$ cat src/rtl/mcu_spi_pkg.sv
// Shared types and constants for the MCU SPI target.
package mcu_spi_pkg;

    typedef enum logic [1:0] {
        IDLE    = 2'd0,
        ACTIVE  = 2'd1,
        STALLED = 2'd2
    } spi_state_t;

    localparam int SPI_BYTE_W    = 8;
    localparam int SPI_TIMEOUT_W = 16;
    localparam logic [SPI_BYTE_W-1:0] SPI_FIRST_TX_BYTE = 8'h00;

endpackage

$ cat src/rtl/mcu_spi_sync_edge.sv
// Multi-flop synchroniser for one asynchronous pin, with rise/fall detection
// from a single history flop behind the last synchroniser stage.
module mcu_spi_sync_edge #(
    parameter int STAGES = 2
) (
    input  logic clk,
    input  logic reset,
    input  logic din,
    output logic sync,
    output logic rise,
    output logic fall
);

    logic [STAGES-1:0] chain;
    logic              hist;

    // Resetting to 0 means a chip select held low across reset is never seen
    // as a falling edge, so the MCU must re-frame.
    // NOTE: sequential state uses non-blocking assignments so every flop
    // samples the pre-edge value of its neighbour.
    always_ff @(posedge clk) begin
        if (reset) begin
            chain <= '0;
            hist  <= 1'b0;
        end else begin
            chain <= {chain[STAGES-2:0], din};
            hist  <= chain[STAGES-1];
        end
    end

    assign sync = chain[STAGES-1];
    assign rise = sync & ~hist;
    assign fall = ~sync & hist;

endmodule

$ cat src/rtl/mcu_spi.sv
// SPI mode-0 target bridging the board MCU to the system-control byte interface.
// Optional frame timeout enabled by defining MCU_SPI_TIMEOUT_EN.
module mcu_spi
    import mcu_spi_pkg::*;
#(
    parameter int SYNC_STAGES    = 2,
    parameter int TIMEOUT_CYCLES = 65535
) (
    input  logic                  clk,
    input  logic                  reset,
    input  logic                  spi_csn,
    input  logic                  spi_sck,
    input  logic                  spi_mosi,
    output logic                  spi_miso,
    output logic                  spi_miso_oe,
    output logic                  data_in_strobe,
    output logic                  data_in_start,
    output logic [SPI_BYTE_W-1:0] data_in,
    input  logic [SPI_BYTE_W-1:0] data_out,
    output logic                  frame_active,
    output logic                  frame_abort
);

    spi_state_t state, state_nxt;

    logic csn_rise, csn_fall, sck_rise, sck_fall, mosi_s;
    logic csn_s, sck_s;
    logic sck_rise_act, sck_fall_act, timeout;

    logic [SPI_BYTE_W-1:0] rx_sr, tx_sr;
    logic [2:0]            bit_cnt;
    logic                  first, byte_done;

    mcu_spi_sync_edge #(.STAGES(SYNC_STAGES)) u_sync_csn (
        .clk(clk), .reset(reset), .din(spi_csn),
        .sync(csn_s), .rise(csn_rise), .fall(csn_fall)
    );

    mcu_spi_sync_edge #(.STAGES(SYNC_STAGES)) u_sync_sck (
        .clk(clk), .reset(reset), .din(spi_sck),
        .sync(sck_s), .rise(sck_rise), .fall(sck_fall)
    );

    mcu_spi_sync_edge #(.STAGES(SYNC_STAGES)) u_sync_mosi (
        .clk(clk), .reset(reset), .din(spi_mosi),
        .sync(mosi_s), .rise(), .fall()
    );

    // A chip-select rise always wins over a coincident SCK edge.
    assign sck_rise_act = (state == ACTIVE) && sck_rise && !csn_rise;
    assign sck_fall_act = (state == ACTIVE) && sck_fall && !csn_rise;

`ifdef MCU_SPI_TIMEOUT_EN
    localparam logic [SPI_TIMEOUT_W-1:0] TIMEOUT_LAST = SPI_TIMEOUT_W'(TIMEOUT_CYCLES - 1);

    logic [SPI_TIMEOUT_W-1:0] idle_cnt;

    assign timeout = (state == ACTIVE) && !csn_rise && !sck_rise && !sck_fall
                     && (idle_cnt == TIMEOUT_LAST);

    always_ff @(posedge clk) begin
        if (reset) begin
            idle_cnt <= '0;
        end else if (state != ACTIVE || sck_rise || sck_fall) begin
            idle_cnt <= '0;
        end else begin
            idle_cnt <= idle_cnt + 1'b1;
        end
    end
`else
    assign timeout = 1'b0;
`endif

    always_ff @(posedge clk) begin
        if (reset) begin
            state <= IDLE;
        end else begin
            state <= state_nxt;
        end
    end

    // NOTE: every combinational output gets a default first so no path
    // through the case leaves it unassigned and infers a latch.
    always_comb begin
        state_nxt = state;
        case (state)
            IDLE:    if (csn_fall) state_nxt = ACTIVE;
            ACTIVE: begin
                if (csn_rise)     state_nxt = IDLE;
                else if (timeout) state_nxt = STALLED;
            end
            STALLED: if (csn_rise) state_nxt = IDLE;
            default: state_nxt = IDLE;
        endcase
    end

    always_comb begin
        frame_active = 1'b0;
        spi_miso_oe  = 1'b0;
        if (state == ACTIVE) begin
            frame_active = 1'b1;
            spi_miso_oe  = 1'b1;
        end
    end

    assign spi_miso = tx_sr[SPI_BYTE_W-1];

    // NOTE: the shift registers are cleared on reset too, so MISO and
    // data_in read back 0 rather than stale bytes after a mid-frame reset.
    always_ff @(posedge clk) begin
        if (reset) begin
            rx_sr          <= '0;
            tx_sr          <= '0;
            bit_cnt        <= '0;
            first          <= 1'b0;
            byte_done      <= 1'b0;
            data_in        <= '0;
            data_in_strobe <= 1'b0;
            data_in_start  <= 1'b0;
            frame_abort    <= 1'b0;
        end else begin
            data_in_strobe <= 1'b0;
            data_in_start  <= 1'b0;
            frame_abort    <= 1'b0;
            if (state == IDLE && csn_fall) begin
                bit_cnt   <= '0;
                first     <= 1'b1;
                byte_done <= 1'b0;
                tx_sr     <= SPI_FIRST_TX_BYTE;
            end else if (sck_rise_act) begin
                rx_sr   <= {rx_sr[SPI_BYTE_W-2:0], mosi_s};
                bit_cnt <= bit_cnt + 3'd1;
                if (bit_cnt == 3'd7) begin
                    data_in        <= {rx_sr[SPI_BYTE_W-2:0], mosi_s};
                    data_in_strobe <= 1'b1;
                    data_in_start  <= first;
                    first          <= 1'b0;
                    byte_done      <= 1'b1;
                end
            end else if (sck_fall_act) begin
                if (byte_done) begin
                    tx_sr     <= data_out;
                    byte_done <= 1'b0;
                end else begin
                    tx_sr <= {tx_sr[SPI_BYTE_W-2:0], 1'b0};
                end
            end else if (timeout) begin
                bit_cnt     <= '0;
                frame_abort <= 1'b1;
            end
        end
    end

    // Synchronised levels are only needed for edge detection.
    logic unused_levels;
    assign unused_levels = csn_s ^ sck_s;

endmodule
$ cat config.mk
export PLATFORM = sky130hd
export DESIGN_NAME = mcu_spi
export DESIGN_NICKNAME = d
export VERILOG_FILES = /design/src/rtl/mcu_spi_pkg.sv /design/src/rtl/mcu_spi_sync_edge.sv /design/src/rtl/mcu_spi.sv
export SDC_FILE = /design/constraint.sdc
export NUM_CORES = 1
export LEC_CHECK = 0
export ABC_AREA = 1
export BUFFER_PORTS_ARGS = -buffer_cell sky130_fd_sc_hd__buf_2
export CORE_MARGIN = 3
export CORE_UTILIZATION = 45
export CTS_CLUSTER_SIZE = 40
export DETAILED_ROUTE_END_ITERATION = 10
export GPL_TIMING_DRIVEN = 0
export PLACE_DENSITY = 0.66
export SYNTH_ARGS = -nofsm -noshare
export SYNTH_HDL_FRONTEND = slang
export SYNTH_SLANG_ARGS = --single-unit
$ cat constraint.sdc
create_clock -name clk -period 4.28 [get_ports clk]
set_clock_uncertainty 0.1 [all_clocks]
set_input_delay 0.428 -clock clk [delete_from_list [all_inputs] [get_ports clk]]
set_output_delay 0.428 -clock clk [all_outputs]
set_load 0.01 [all_outputs]
Word-level counts from Yosys, hierarchy flattened
Index checks and enable logic that the tools add are counted.

storage, ports and cells
  register bits = 40
  bits of input ports = 13
  output and inout bits = 14
  logic and storage cells = 64

operators by class
  add/subtract/negate cells = 1
  equal/unequal tests = 6
  mux-type cells = 12
  bitwise operators = 11
  reductions and logical operators = 20

operators by type and width
  operator                                                         count
  2-bit AND reduction                                              5
  1-bit 2-to-1 mux                                                 8
  8-bit 2-to-1 mux                                                 1
  1-bit inverter                                                   7
  2-bit nonzero test                                               3
  1-bit logical AND                                                5
  1-bit AND                                                        4
  2-bit 2-to-1 mux                                                 2
  2-bit by 1-bit != test with 1-bit output, second input constant  2
  2-bit one-hot mux with 2 select lines                            1
  2-bit OR reduction                                               2
  4-bit OR reduction                                               1
  3-bit by 1-bit adder with 3-bit output, second input constant    1
  3-bit == test, second input constant                             1
  3-bit AND reduction                                              1
  3-bit OR reduction                                               1
  2-bit by 1-bit == test with 1-bit output, second input constant  1
  2-bit == test, second input constant                             1
  2-bit zero test                                                  1
  2-bit != test, second input constant                             1
  1-bit zero test                                                  1

Logic depth before layout (Yosys ltp)
  depth after elaboration = 6
  depth in mapped cells = 8

Cells and area by module
Synthesis repeated with hierarchy kept, for this count alone.

second synthesis, totals
  cell total of the unflattened synthesis = 234
  area total of the unflattened synthesis = 1642.8 um2

by module, submodules not included
  module             instances  cells each  area each (um2)
  mcu_spi            1          198         1361.3
  mcu_spi_sync_edge  3          12          93.8

Worst setup path after synthesis
No wires, ideal clock.

  path type = reg-to-reg
  start = register bit_cnt[0]
  end = register data_in[0]
  library setup time = 0.113 ns
  data arrival time = 1.134 ns
  required time = 4.067 ns
  setup slack = 2.933 ns
  cell stages (with the launch flop) = 8
  path buffers = 1
  clock period less this slack = 1.347 ns
  path through = dfxtp_1 -> ha_1 -> ha_1 -> buf_2 -> nand4_2 -> inv_2 -> nor2_1 -> nor2_1

on the way
  longest elaborated chain between the ends = 2

ends and longest elaborated chain
  item                           RTL line        source
  start, declared                mcu_spi.sv:31   logic [2:0] bit_cnt;
  start signal, assigned         mcu_spi.sv:132  bit_cnt <= bit_cnt + 3'd1;
  3-bit == test                  mcu_spi.sv:133  if (bit_cnt == 3'd7) begin
  3-bit AND reduction (no line)  --
  end signal, assigned           mcu_spi.sv:134  data_in <= {rx_sr[SPI_BYTE_W-2:0], mosi_s};
  end, declared                  mcu_spi.sv:18   output logic [SPI_BYTE_W-1:0] data_in,

Every way passes these cells.
A chain may end at the register's enable or synchronous reset.

Worst setup path in the final report
  start = register state[0]
  end = output port spi_miso_oe

on the way
  longest elaborated chain between the ends = 2

ends and longest elaborated chain
  item                                      RTL line        source
  start, declared                           mcu_spi.sv:24   spi_state_t state, state_nxt;
  start signal, assigned                    mcu_spi.sv:78   state <= state_nxt;
  2-bit by 1-bit == test with 1-bit output  mcu_spi.sv:100  if (state == ACTIVE) begin
  1-bit 2-to-1 mux                          mcu_spi.sv:100
  end, declared                             mcu_spi.sv:15   output logic spi_miso_oe,

Every way passes these cells.

==> reports/metrics.cfg <==
[final_layout]
syn_to_final_growth_pct=15.6
layout_commonest_cell=nor2_1
n_antenna_cell=0
fillers=340
final_area_sq_um=1840
drive_above_1_share=0.208
final_cell_mix=nor2_1 (52), dfxtp_1 (39), buf_2 (26), inv_1 (24), nand2_1 (22)
layout.nets=254
fin_cells=284
finalCoreUtilization=0.575

[clock_network]
clock_latency_ns=0.35
cts_root_buf=clkbuf_4
clk_pin_slew_worst_paths_ns=0.11
cts_inserted_buffers=5
postCtsSetupRepairBufs=0
cts_resized=0
cts_buffer_depth=2
htree_levels=2
cts.sinks=39
cts_tree=built
hold_buffers=0

[logic_synthesis]
synth_compound_area_frac=0.107
synth.cell_area_sq_um=1590
synthMuxAreaShare=0
synth_top_family_by_area=simple AND/OR/NAND/NOR gates
seq_area_frac_synth=0.490
yosysWarnings=0
synthCells=207
synthAdderAreaFrac=0.0157
synth.distinct_cells=23
synth-simple-area-share=0.274
yosys_register_bits=39
synth_area_per_cell_sq_um=7.69
syn_nets=222
synthXorXnorAreaFrac=0.00550

[route]
via_count=1291
ant_nets=0
wl_per_cell_um=10.2
avgViaCountPerCell=4.55
wl_um=2900
initialDrtViolationCount=41
drc=0
dr.pass1.iters=4

[worst_setup_path]
crit_fanout=6
ff2ff_path_depth=7
r2r-end=data_in[7]$_SDFFE_PP0P_
crit_type=flip-flop to output pin
startpoint_type=flip-flop
crit_arrival_ns=1.04
timing.rr.start=bit_cnt[0]$_SDFFE_PP0P_
cp-end-kind=output pin
ff2ff_setup_slack_ns=2.75
critPathRequiredTime_ns=3.75

[job]
max_cap_violations=0

[floorplan]
initial_core_util=0.497
io_pins=27
fp.coreArea_sq_um=3200
dieArea_sq_um=4290
die_width_um=65.5
die_h_um=65.5
rows=20

[sta]
hold_violations=0
drv_slew=0
setup_viol=0
setup_tns_ns=0
period_needed_ns=1.57
rsz0062_at_grt=no
finalCritPeriodShare=0.367
max_freq_mhz=637

[grt]
grt_pass1_wl_um=5070
grt_pass1_vias=1202
grt_max_degree=12
grt_usage=0.156
grt-ovfl-total=0
antenna_found_initial=0

[hold_path]
hold_path.class=primary input to flip-flop
min_to=u_sync_csn.chain[0]$_SDFF_PP0_
holdPathStages=3
holdCritStartpoint=spi_csn

[pwr]
leakagePower_uw=0.000784
power.total_uw=617
peakVddDrop_mv=0.245
powerDensity_nw_per_um2=335

[placement]
io_buffer_count=25
placed_area_sq_um=1770
gp_congestion=0.724
dp_cells=276
dp_hpwl_um=2020

[run_status]
status=completed

==> layout make-up <==
class / count / area, sq um / area share
plain buffers: 8 / 53.8 / 0.0292
clock buffers: 8 / 68.8 / 0.0374
inverters: 30 / 114 / 0.0618
multi-input cells: 130 / 644 / 0.350
flip-flops and latches: 39 / 781 / 0.424
well taps: 44 / 55.1 / 0.0299
repair buffers: 25 / 125 / 0.0679
==> logic make-up after synthesis <==
logic type / Yosys count
compound gates: 34
xor+xnor: 1
fa+ha+maj: 2
buf+inv: 38
flops: 39
other cells: 1
simple gates: 92
==> flip-flops by register name (all words and copies together), names as in the netlist, 2 cells and up <==
name and cells:
bit_cnt 3, u_sync_mosi.chain 2, tx_sr 8, rx_sr 7, u_sync_csn.chain 2, data_in 8, u_sync_sck.chain 2
==> worst max path at each step <==
stage	slack [ns]	cells past startpoint	endpoint	from
6_report	2.71	2	spi_miso_oe	state[0]$_SDFFE_PP0P_
5_1_grt	2.63	2	spi_miso_oe	state[0]$_SDFFE_PP0P_
4_1_cts	2.69	2	spi_miso_oe	state[0]$_SDFFE_PP0P_
3_5_place_dp	2.77	7	data_in[4]$_SDFFE_PP0P_	bit_cnt[0]$_SDFFE_PP0P_
3_3_place_gp	2.79	7	data_in[0]$_SDFFE_PP0P_	bit_cnt[0]$_SDFFE_PP0P_
2_1_floorplan	2.93	7	data_in[0]$_SDFFE_PP0P_	bit_cnt[0]$_SDFFE_PP0P_
==> report_power, final <==
group / total, uW / switching [uW] / leakage (uW) / internal [uW]
Combinational: 31.2 / 18.4 / 0.000430 / 12.8
Clock: 215 / 118 / 0.0000386 / 96.7
Sequential: 370 / 3.11 / 0.000316 / 367
==> synthesized netlist by cell type <==
cell,n,area [sq um]
nand2_4,2,22.5
ha_1,2,25.0
buf_2,1,5.00
inv_1,24,90.1
o21ai_1,16,80.1
a21oi_1,10,50.1
dfxtp_1,39,781
nand2_1,22,82.6
xor2_1,1,8.76
nand4_2,2,25.0
nor3_4,1,16.3
buf_6,2,22.5
nor3b_1,1,7.51
nand3_4,1,17.5
clkinv_2,1,5.00
nor2_8,1,20.0
inv_2,5,18.8
nor2_1,52,195
conb_1,1,3.75
nand3_1,10,50.1
clkbuf_1,3,11.3
buf_4,2,15.0
o21ai_0,8,40.0
==> metal layers <==
metal	track usage	share of wire	up-vias	wire [um]
met2	0.245	0.41	25	1180
met3	0.0479	0.055	7	159
li1	-	-	704	-
met5	0	0	-	0
met4	0.0777	0.021	0	62
met1	0.191	0.52	555	1490
==> metrics by stage <==
stage / worst slack (ns) / hold WS [ns]
final: 2.71 / 0.171
after global routing: 2.63 / 0.169
after CTS: 2.69 / 0.165
after detailed placement: 2.77 / 0.302
after global placement: 2.79 / 0.293
after floorplan: 2.93 / 0.288
==> worst max-delay path: stages (launching register included) <==
cell     delay, ns
dfxtp_1       0.44
buf_4         0.14
buf_2         0.11
Note: power is estimated with default switching activity, not from simulation.
